===== src/rtl/dmem_arbiter_if.sv =====
// Bundle of both requester ports and the shared data-memory port.
// The arbiter takes the slave view; requesters and memory model take the master view.
interface dmem_arbiter_if;
   logic       a_req, a_we, a_lock;
   logic [7:0] a_addr, a_wdata;
   logic       a_gnt, a_rvalid;
   logic [7:0] a_rdata;

   logic       b_req, b_we, b_lock;
   logic [7:0] b_addr, b_wdata;
   logic       b_gnt, b_rvalid;
   logic [7:0] b_rdata;

   logic [7:0] mem_addr, mem_wdata, mem_rdata;
   logic       mem_read, mem_write;

   modport slave (
      input  a_req, a_we, a_lock, a_addr, a_wdata,
      output a_gnt, a_rvalid, a_rdata,
      input  b_req, b_we, b_lock, b_addr, b_wdata,
      output b_gnt, b_rvalid, b_rdata,
      output mem_addr, mem_wdata, mem_read, mem_write,
      input  mem_rdata
   );

   modport master (
      output a_req, a_we, a_lock, a_addr, a_wdata,
      input  a_gnt, a_rvalid, a_rdata,
      output b_req, b_we, b_lock, b_addr, b_wdata,
      input  b_gnt, b_rvalid, b_rdata,
      input  mem_addr, mem_wdata, mem_read, mem_write,
      output mem_rdata
   );
endinterface


===== src/rtl/dmem_arbiter.sv =====
// Round-robin two-requester arbiter for the 8-bit data memory port with locked bursts.
// Grant is combinational in the request cycle; read data returns registered one cycle later.
module dmem_arbiter #(
   parameter int MAX_BURST = 4
) (
   input  logic         clk,
   input  logic         reset,
   dmem_arbiter_if.slave bus
);

   typedef enum logic [1:0] {IDLE, OWN_A, OWN_B} state_e;

   localparam logic [3:0] MAX_B   = 4'(MAX_BURST);
   localparam bit         LOCK_EN = (MAX_BURST > 1);

   state_e     state_q, state_d;
   logic       ptr_q, ptr_d;
   logic [3:0] beat_cnt_q, beat_cnt_d;
   logic       a_rvalid_q, b_rvalid_q;
   logic [7:0] a_rdata_q, b_rdata_q;

   logic       gnt_a, gnt_b, arb, pref;
   logic [3:0] cnt_inc;

   always_comb begin
      state_d    = state_q;
      ptr_d      = ptr_q;
      beat_cnt_d = beat_cnt_q;
      gnt_a      = 1'b0;
      gnt_b      = 1'b0;
      arb        = 1'b0;
      pref       = ptr_q;
      cnt_inc    = beat_cnt_q + 4'd1;

      case (state_q)
         OWN_A: begin
            if (bus.a_req) begin
               gnt_a = 1'b1;
               if (!bus.a_lock || cnt_inc >= MAX_B) begin
                  state_d    = IDLE;
                  ptr_d      = 1'b1;
                  beat_cnt_d = 4'd0;
               end else begin
                  beat_cnt_d = cnt_inc;
               end
            end else begin
               arb  = 1'b1;
               pref = 1'b1;
            end
         end
         OWN_B: begin
            if (bus.b_req) begin
               gnt_b = 1'b1;
               if (!bus.b_lock || cnt_inc >= MAX_B) begin
                  state_d    = IDLE;
                  ptr_d      = 1'b0;
                  beat_cnt_d = 4'd0;
               end else begin
                  beat_cnt_d = cnt_inc;
               end
            end else begin
               arb  = 1'b1;
               pref = 1'b0;
            end
         end
         default: arb = 1'b1;
      endcase

      // An owner that stops requesting is treated as if the port were idle,
      // with the other side preferred, so the hand-over costs no cycle.
      if (arb) begin
         state_d    = IDLE;
         ptr_d      = pref;
         beat_cnt_d = 4'd0;
         if (bus.a_req && (!bus.b_req || !pref)) begin
            gnt_a = 1'b1;
            if (bus.a_lock && LOCK_EN) begin
               state_d    = OWN_A;
               beat_cnt_d = 4'd1;
            end else begin
               ptr_d = 1'b1;
            end
         end else if (bus.b_req) begin
            gnt_b = 1'b1;
            if (bus.b_lock && LOCK_EN) begin
               state_d    = OWN_B;
               beat_cnt_d = 4'd1;
            end else begin
               ptr_d = 1'b0;
            end
         end
      end

      if (reset) begin
         gnt_a = 1'b0;
         gnt_b = 1'b0;
      end
   end

   always_ff @(posedge clk) begin
      if (reset) begin
         state_q    <= IDLE;
         ptr_q      <= 1'b0;
         beat_cnt_q <= 4'd0;
         a_rvalid_q <= 1'b0;
         b_rvalid_q <= 1'b0;
         a_rdata_q  <= 8'd0;
         b_rdata_q  <= 8'd0;
      end else begin
         state_q    <= state_d;
         ptr_q      <= ptr_d;
         beat_cnt_q <= beat_cnt_d;
         a_rvalid_q <= gnt_a && !bus.a_we;
         b_rvalid_q <= gnt_b && !bus.b_we;
         if (gnt_a && !bus.a_we) a_rdata_q <= bus.mem_rdata;
         if (gnt_b && !bus.b_we) b_rdata_q <= bus.mem_rdata;
      end
   end

   assign bus.a_gnt     = gnt_a;
   assign bus.b_gnt     = gnt_b;
   assign bus.a_rvalid  = a_rvalid_q;
   assign bus.b_rvalid  = b_rvalid_q;
   assign bus.a_rdata   = a_rdata_q;
   assign bus.b_rdata   = b_rdata_q;

   assign bus.mem_addr  = gnt_a ? bus.a_addr  : (gnt_b ? bus.b_addr  : 8'd0);
   assign bus.mem_wdata = gnt_a ? bus.a_wdata : (gnt_b ? bus.b_wdata : 8'd0);
   assign bus.mem_write = (gnt_a && bus.a_we)  || (gnt_b && bus.b_we);
   assign bus.mem_read  = (gnt_a && !bus.a_we) || (gnt_b && !bus.b_we);

endmodule


===== src/flat_wrapper.sv =====
// flat-port wrapper written by rule: the top's interface ports become plain ports
module dmem_arbiter_flat 
#(
   parameter int MAX_BURST = 4
)
  (clk, reset, bus_a_req, bus_a_we, bus_a_lock, bus_a_addr, bus_a_wdata, bus_a_gnt, bus_a_rvalid, bus_a_rdata, bus_b_req, bus_b_we, bus_b_lock, bus_b_addr, bus_b_wdata, bus_b_gnt, bus_b_rvalid, bus_b_rdata, bus_mem_addr, bus_mem_wdata, bus_mem_read, bus_mem_write, bus_mem_rdata);
  dmem_arbiter_if bus_i ();
  input  logic clk;
  input  logic reset;
  input wire logic [$bits(bus_i.a_req)-1:0] bus_a_req;
  input wire logic [$bits(bus_i.a_we)-1:0] bus_a_we;
  input wire logic [$bits(bus_i.a_lock)-1:0] bus_a_lock;
  input wire logic [$bits(bus_i.a_addr)-1:0] bus_a_addr;
  input wire logic [$bits(bus_i.a_wdata)-1:0] bus_a_wdata;
  output wire logic [$bits(bus_i.a_gnt)-1:0] bus_a_gnt;
  output wire logic [$bits(bus_i.a_rvalid)-1:0] bus_a_rvalid;
  output wire logic [$bits(bus_i.a_rdata)-1:0] bus_a_rdata;
  input wire logic [$bits(bus_i.b_req)-1:0] bus_b_req;
  input wire logic [$bits(bus_i.b_we)-1:0] bus_b_we;
  input wire logic [$bits(bus_i.b_lock)-1:0] bus_b_lock;
  input wire logic [$bits(bus_i.b_addr)-1:0] bus_b_addr;
  input wire logic [$bits(bus_i.b_wdata)-1:0] bus_b_wdata;
  output wire logic [$bits(bus_i.b_gnt)-1:0] bus_b_gnt;
  output wire logic [$bits(bus_i.b_rvalid)-1:0] bus_b_rvalid;
  output wire logic [$bits(bus_i.b_rdata)-1:0] bus_b_rdata;
  output wire logic [$bits(bus_i.mem_addr)-1:0] bus_mem_addr;
  output wire logic [$bits(bus_i.mem_wdata)-1:0] bus_mem_wdata;
  output wire logic [$bits(bus_i.mem_read)-1:0] bus_mem_read;
  output wire logic [$bits(bus_i.mem_write)-1:0] bus_mem_write;
  input wire logic [$bits(bus_i.mem_rdata)-1:0] bus_mem_rdata;
  assign bus_i.a_req = bus_a_req;
  assign bus_i.a_we = bus_a_we;
  assign bus_i.a_lock = bus_a_lock;
  assign bus_i.a_addr = bus_a_addr;
  assign bus_i.a_wdata = bus_a_wdata;
  assign bus_a_gnt = bus_i.a_gnt;
  assign bus_a_rvalid = bus_i.a_rvalid;
  assign bus_a_rdata = bus_i.a_rdata;
  assign bus_i.b_req = bus_b_req;
  assign bus_i.b_we = bus_b_we;
  assign bus_i.b_lock = bus_b_lock;
  assign bus_i.b_addr = bus_b_addr;
  assign bus_i.b_wdata = bus_b_wdata;
  assign bus_b_gnt = bus_i.b_gnt;
  assign bus_b_rvalid = bus_i.b_rvalid;
  assign bus_b_rdata = bus_i.b_rdata;
  assign bus_mem_addr = bus_i.mem_addr;
  assign bus_mem_wdata = bus_i.mem_wdata;
  assign bus_mem_read = bus_i.mem_read;
  assign bus_mem_write = bus_i.mem_write;
  assign bus_i.mem_rdata = bus_mem_rdata;
  dmem_arbiter #(.MAX_BURST(MAX_BURST)) u_core (.clk(clk), .reset(reset), .bus(bus_i));
endmodule

===== config.mk =====
export PLATFORM = sky130hd
export DESIGN_NAME = dmem_arbiter_flat
export DESIGN_NICKNAME = d
export VERILOG_FILES = /design/src/rtl/dmem_arbiter_if.sv /design/src/rtl/dmem_arbiter.sv /design/src/flat_wrapper.sv
export SDC_FILE = /design/constraint.sdc
export NUM_CORES = 1
export LEC_CHECK = 0
export CORE_ASPECT_RATIO = 0.7
export CORE_UTILIZATION = 37
export DETAILED_ROUTE_END_ITERATION = 8
export PLACE_DENSITY_LB_ADDON = 0.08
export SYNTH_ARGS = -nofsm -noshare
export SYNTH_HDL_FRONTEND = slang
export SYNTH_SLANG_ARGS = --single-unit

===== constraint.sdc =====
create_clock -name clk -period 3.1 [get_ports clk]
set_clock_uncertainty 0.05 [all_clocks]
set_input_delay 0.62 -clock clk [delete_from_list [all_inputs] [get_ports clk]]
set_output_delay 0.62 -clock clk [all_outputs]
set_load 0.01 [all_outputs]

==> results of run 1 <==
## power by group through the flow
stage	Combinational, mW	Sequential, mW	Clock [mW]
6_report	0.268	0.349	0.191
5_1_grt	0.285	0.352	0.214
4_1_cts	0.258	0.349	0.199
3_5_place_dp	0.257	0.356	0
3_3_place_gp	0.253	0.355	0
2_1_floorplan	0.101	0.360	0
## cells in the final DEF (no fill, tap or decap), drive strengths merged
master         Yosys  layout
a211oi             3       3
a21oi              7       7
a22o              17      17
a22oi              1       1
a31oi              2       2
and2               1       1
buf                5      14
clkbuf             2       3
clkdlybuf4s50      0      66
clkinv             0       1
conb               1       2
dfxtp             25      25
dlygate4sd2        0       4
dlymetal6s2s       0      15
ha                 3       3
inv                9       9
mux2              16      16
mux2i              2       2
nand2              3       3
nand2b             3       3
nand3              4       4
nand4b             1       1
nor2               9       9
nor2b             19      19
nor3               2       2
o21ai              4       4
o221ai             1       1
o2bb2ai            1       1
o311ai             1       1
o32ai              1       1
or4                1       1
## per-stage QoR
stage / TNS (ns) / setup slack (ns) / cell area [um^2]
after floorplan: 0 / 0.5922 / 1404
after global placement: 0 / 0.007857 / 2341
after detailed placement: -0.07062 / -0.02990 / 2341
after CTS: 0 / 0.002981 / 2399
after global routing: -0.1057 / -0.06230 / 2505
final: 0 / 0.03382 / 2505
## kinds of logic (layout without fill, tap and decap cells)
kind of cell | Yosys count | after routing | synth area share, %
adder cells (fa/ha/maj) | 3 | 3 | 2.681
buffers and inverters | 16 | 112 | 5.362
flip-flops | 25 | 25 | 35.75
AND/OR/NAND/NOR | 43 | 43 | 18.05
other | 1 | 2 | 0.2678
AO/OA/AOI/OAI | 38 | 38 | 21.45
multiplexers | 18 | 18 | 16.44
## layout make-up
cell class	count	share of cell area (%)
clock buffers	3	1.648
flip-flops and latches	25	20.03
clock inverters	1	0.1998
well taps	50	2.498
inverters	9	1.349
multi-input cells	104	34.17
repair buffers	99	40.11
## layer usage
metal | GRT usage (%) | up-vias
li1 | - | 707
met1 | 23.83 | 673
met2 | 35.42 | 62
met3 | 4.571 | 7
met4 | 9.568 | 0
met5 | 0 | -
## sequential cells by signal, summed over array words and instances (netlist names)
| register | cells |
|---|---|
| u_core.bus.a_rdata | 8 |
| u_core.bus.b_rdata | 8 |
| u_core.beat_cnt_q | 4 |
| u_core.state_q | 2 |
| u_core.bus.a_rvalid | 1 |
| u_core.bus.b_rvalid | 1 |
| u_core.ptr_q | 1 |
## worst min-delay path by stage
stage,start,to,slack [ns],cells past startpoint
final,u_core.beat_cnt_q[0],u_core.beat_cnt_q[0],0.45,1
after global routing,u_core.beat_cnt_q[0],u_core.beat_cnt_q[0],0.48,1
after CTS,u_core.beat_cnt_q[0],u_core.beat_cnt_q[0],0.46,1
after detailed placement,u_core.beat_cnt_q[0],u_core.beat_cnt_q[0],0.43,1
after global placement,u_core.beat_cnt_q[0],u_core.beat_cnt_q[0],0.41,1
after floorplan,u_core.beat_cnt_q[0],u_core.beat_cnt_q[0],0.39,1
## worst max-delay path, cell delays in order
cell	delay (ns)
clkdlybuf4s50_1	0.52
inv_1	0.11
a21oi_1	0.17
nor2_2	0.08
buf_4	0.16
buf_4	0.13
buf_4	0.13
a22o_1	0.19
dlygate4sd2_1	0.29
## what timing repair did
action                     CTS  global route
hold buffers                 0             0
setup endpoints to repair   18            14
buffers inserted             0             6
gates resized for setup      7            21
gates cloned                 0             1
==> metrics.md, run 1 <==
| Metric | Value |
|---|---|
| Result of the run | finished, final reports clean |
| Area added between synthesis and finish | 78.91% |
| I/O Buffers | 85 |
| Vias in the first global route | 1,276 |
| Largest area contributor in the synthesized netlist | dfxtp_1 |
| Sequential fraction of the synthesis area | 35.75% |
| Average wire length per cell after detail routing | 15.30 um |
| Leakage power summed over all cells | 1.249 nW |
| Launch point of the critical path | bus_a_req |
| Part of the power in registers | 43.2% |
| First-pass GRT wire length | 5899 um |
| Count of yosys warnings during synthesis | 0 |
| Final count of hold timing violations | 0 |
| Mapped Avg Cell Area | 9.723 um^2 |
| Met3 wire length | 398 um |
| Total DRC errors in the routed layout | 0 |
| Smallest hold slack | 0.4487 ns |
| Switching pwr | 213.1 uW |
| Post-synth top cells | dfxtp_1 (25), nor2b_1 (19), a22o_1 (17) |
| Final cycle utilization of the critical path | 98.91% |
| Post-synth top flop | dfxtp_1 |
| Largest net degree at the start of global routing | 24 |
| Post-route insts no fill | 291 |
| Global route total overflow | 0 |
| # Max-Cap Violations | 0 |
| Setup CP Type | in -> out |
| Clock sink count | 25 |
| Highest fanout seen on the critical path | 6 |
| Arrival time of the worst setup path | 2.40 ns |
| Portion of total power attributed to the clock network | 23.7% |
| # placed instances | 280 |
| First-pass iteration count of the detailed router | 4 |
| Yosys top cell area share | 35.75% |
| Area used by sequential logic in the layout | 501.7 um^2 |
| Combined area of all synthesized cells | 1400 um^2 |
| Endpoint type of the worst setup path | output port |
| Crit path capture | bus_mem_wdata[7] |
| Height of the chip | 53.47 um |
| Type of the worst min-delay path | reg -> reg |
| Number of instances in the synthesized netlist | 144 |
| Reg-to-reg slack, setup | 0.95 ns |
| Total area of multi-input combinational cells | 855.8 um^2 |
| Vias | 1,449 |
| Total Die Area | 4038 um^2 |
| Count of pins over their slew limit | 0 |
| Area contributors post-synth | dfxtp_1 (36%), a22o_1 (11%), mux2_4 (8.6%), nor2b_1 (8.5%), mux2_2 (6.4%) |
| Met2 wire length | 2019 um |
| Library cells used by synthesis | 35 |
| Total power draw | 807.6 uW |
| Count of fill cells added during filler insertion | 276 |
| Post-layout min period | 3.066 ns |
| Layout cell share with drive strength beyond 1 | 17.84% |
| Number of clock buffers inserted by TritonCTS | 3 |
| Core utilization of the finished layout | 69.95% |
| Clock transition at the register clock pins on the worst setup and hold paths after CTS | 0.08 ns |
| Largest buffer count on any clock path | 2 |
| Number of enable-type register cells in the synthesized netlist | 0 |
| Top sig layer | met4 |
| Initial standard-cell utilization of the core | 39.10% |
| Std-Cell Rows | 18 |
| Max-slew headroom | 57.43% |
| Count of nets left with antenna violations after detail routing | 0 |
| Power density cells | 322.4 nW/um^2 |
| Met1 Routed Length | 1958 um |
| Critical register-to-register path startpoint | u_core.state_q[0] |
| Comb pwr share | 33.1% |
| Final weighted congestion in routability-driven placement | 0.7940 |
| TritonCTS clock tree | yes |
| CP Launch Type | primary input |
| RSZ-0062 raised after global routing | yes |
| DRC marker count from the first detailed-route iteration | 48 |
| Terminus of the critical flop-to-flop path | u_core.bus.b_rdata[0] |
| Transition at the pin with the smallest max-transition slack | 0.6306 ns |
| Peak VDD IR | 295.7 uV |
| Share of flip-flops with an asynchronous set or reset | 0% |
| Peak Freq | 326.1 MHz |
| Internal Dissipation | 594.6 uW |
| R2R depth | 8 |
| Drt total wl | 4453 um |
| Most used standard cell by instance count after synthesis | dfxtp_1 |
| Antenna violations before repair | 0 |
| Count of final setup violators | 0 |
| Required time of the critical path | 2.43 ns |
| Vias per inst | 4.979 |
| Post-layout nets | 293 |
| Total core area | 3581 um^2 |
| Sum of net half-perimeters after detailed placement | 3217 um |
| Deepest level of the CTS H-tree | 1 |
| I/O pin cnt | 86 |
| Switch share | 26.38% |
| Count of inserted antenna diode cells | 0 |
| Cell at the root of the clock tree | clkbuf_8 |
| Number of flip-flops and latches in the synthesized netlist | 25 |
| Clock insertion delay at the later pin of the skew report | 0.27 ns |
| Horizontal extent of the die | 75.53 um |
| Gr usage total | 20.39% |
(Power assumes the default switching activity.)
==> inputs of run 2 (changes only) <==
- CORE_ASPECT_RATIO: 0.7 -> not set
- SKIP_CTS_REPAIR_TIMING: not set -> 1
==> metrics.md, run 2 (synthesized netlist as in run 1, its figures left out) <==
| Metric | Value |
|---|---|
| TritonCTS clock tree | yes |
| Largest buffer count on any clock path | 2 (unchanged) |
| Deepest level of the CTS H-tree | 1 (unchanged) |
| # Max-Cap Violations | 0 (unchanged) |
| Total DRC errors in the routed layout | 0 (unchanged) |
| Post-layout nets | 288 (-1.7%) |
| DRC marker count from the first detailed-route iteration | 53 (+10%) |
| Count of nets left with antenna violations after detail routing | 0 (unchanged) |
| # placed instances | 278 (-0.71%) |
| Type of the worst min-delay path | reg -> reg |
| Count of final setup violators | 0 (unchanged) |
| Height of the chip | 63.52 um (+19%) |
| Transition at the pin with the smallest max-transition slack | 0.5998 ns (-0.03079 ns) |
| Final cycle utilization of the critical path | 94.16% (-4.7 points) |
| Layout cell share with drive strength beyond 1 | 15.68% (-2.2 points) |
| Largest net degree at the start of global routing | 24 (unchanged) |
| Clock sink count | 25 (unchanged) |
| Required time of the critical path | 2.43 ns (about the same) |
| Number of clock buffers inserted by TritonCTS | 3 (unchanged) |
| Total core area | 3468 um^2 (-3.1%) |
| CP Launch Type | primary input |
| Total non-filler cell area in the finished layout | 2459 um^2 (-1.8%) |
| Total area of multi-input combinational cells | 840.8 um^2 (-1.8%) |
| Post-layout min period | 2.919 ns (-0.1471 ns) |
| Vias | 1,442 (-0.48%) |
| Post-route insts no fill | 282 (-3.1%) |
| Count of pins over their slew limit | 0 (unchanged) |
| Max-slew headroom | 59.51% (+2.1 points) |
| I/O Buffers | 85 (unchanged) |
| Vias in the first global route | 1,424 (+12%) |
| Most common cell after layout, fill and taps aside | clkdlybuf4s50_1 |
| Gr usage total | 20.68% (+0.29 points) |
| Count of fill cells added during filler insertion | 273 (-1.1%) |
| Final count of hold timing violations | 0 (unchanged) |
| Post-DP Area | 2338 um^2 (-0.11%) |
| RSZ-0062 raised after global routing | no |
| Sum of net half-perimeters after detailed placement | 3226 um (+0.26%) |
| Result of the run | finished, final reports clean |
| Horizontal extent of the die | 63.52 um (-16%) |
| Antenna violations before repair | 0 (unchanged) |
| Count of inserted antenna diode cells | 0 (unchanged) |
| Most frequent cells in the layout | clkdlybuf4s50_1 (65), dfxtp_1 (24), dlymetal6s2s_1 (20), nor2b_1 (19), a22o_1 (17) |
| Total Die Area | 4034 um^2 (about the same) |
| Drt total wl | 4222 um (-5.2%) |
| Initial standard-cell utilization of the core | 40.37% (+1.3 points) |
| First-pass iteration count of the detailed router | 4 (unchanged) |
| I/O pin cnt | 86 (unchanged) |
| Final weighted congestion in routability-driven placement | 0.8973 (+13%) |
| Power density cells | 325.6 nW/um^2 (+0.98%) |
| Highest fanout seen on the critical path | 3 (-3) |
| Clock transition at the register clock pins on the worst setup and hold paths after CTS | 0.08 ns (about the same) |
| First-pass GRT wire length | 6506 um (+10%) |
| Smallest hold slack | 0.4438 ns (-0.004860 ns) |
| Global route total overflow | 0 (unchanged) |
| Clock insertion delay at the later pin of the skew report | 0.27 ns (about the same) |
| Top Usage Layer GRT | met2 |
| Vias per inst | 5.113 (+2.7%) |
| Leakage power summed over all cells | 1.272 nW (+1.8%) |
| Setup CP Type | in -> out |
| Arrival time of the worst setup path | 2.25 ns (-0.15 ns) |
| Peak VDD IR | 264.4 uV (-11%) |
| Global-route track usage on met1 | 21.17% (-2.7 points) |
| Std-Cell Rows | 21 (+3) |
| Peak Freq | 342.6 MHz (+5.0%) |
| GR met3 Demand/Resource | 4.529% (-0.042 points) |
| Met2 capacity usage during global routing | 40.43% (+5.0 points) |
| Area used by sequential logic in the layout | 501.7 um^2 (unchanged) |
| Endpoint type of the worst setup path | output port |
| Cell at the root of the clock tree | clkbuf_8 |
| Average wire length per cell after detail routing | 14.97 um (-2.2%) |
| Area added between synthesis and finish | 75.60% |
==> run 2: layout make-up <==
class                           count  share of cell area (%)
Clock buffer                        3                   1.679
Clock inverter                      1                  0.3053
Tap cell                           46                   2.341
Timing Repair Buffer               94                   39.69
Sequential cell                    25                   20.41
Multi-Input combinational cell    104                   34.20
Inverter                            9                   1.374
==> run 2: worst max-delay path, stage by stage <==
cell and delay [ns]:
clkdlybuf4s50_1 0.53, a21oi_1 0.08, o21ai_0 0.22, buf_4 0.16, inv_1 0.05, buf_4 0.12
clkdlybuf4s50_1 0.46
==> run 2: where the power goes <==
part	internal, mW	total, mW	switching, mW
registers	0.338	0.349	0.0108
clock network	0.0910	0.196	0.105
logic	0.159	0.255	0.0956
total	0.589	0.800	0.212
==> run 2: final timing paths <==
kind / start / endpoint / slack, ns / cells past startpoint
max: bus_a_req / bus_b_gnt / 0.18 / 7
max reg2reg: u_core.state_q[0] / u_core.bus.b_rdata[4] / 0.80 / 9
min reg2reg: u_core.beat_cnt_q[0] / u_core.beat_cnt_q[0] / 0.44 / 1
min: u_core.beat_cnt_q[0] / u_core.beat_cnt_q[0] / 0.44 / 1
==> run 2: routing by layer <==
metal / part of all wire, % / vias up
met5: 0 / -
met4: 2.3 / 0
met3: 8.2 / 8
met2: 50 / 75
met1: 39 / 662
li1: - / 697
==> run 2: through the flow <==
stage / util (%) / power [mW] / setup WS (ns) / setup TNS, ns
after floorplan: - / 0.4615 / 0.5922 / 0
after global placement: 67.42 / 0.6074 / -0.08669 / -1.099
after detailed placement: 67.42 / 0.6117 / -0.1343 / -1.982
after CTS: 68.83 / 0.8054 / -0.1944 / -3.118
after global routing: 70.89 / 0.8429 / 0.1053 / 0
final: 70.89 / 0.8005 / 0.1810 / 0
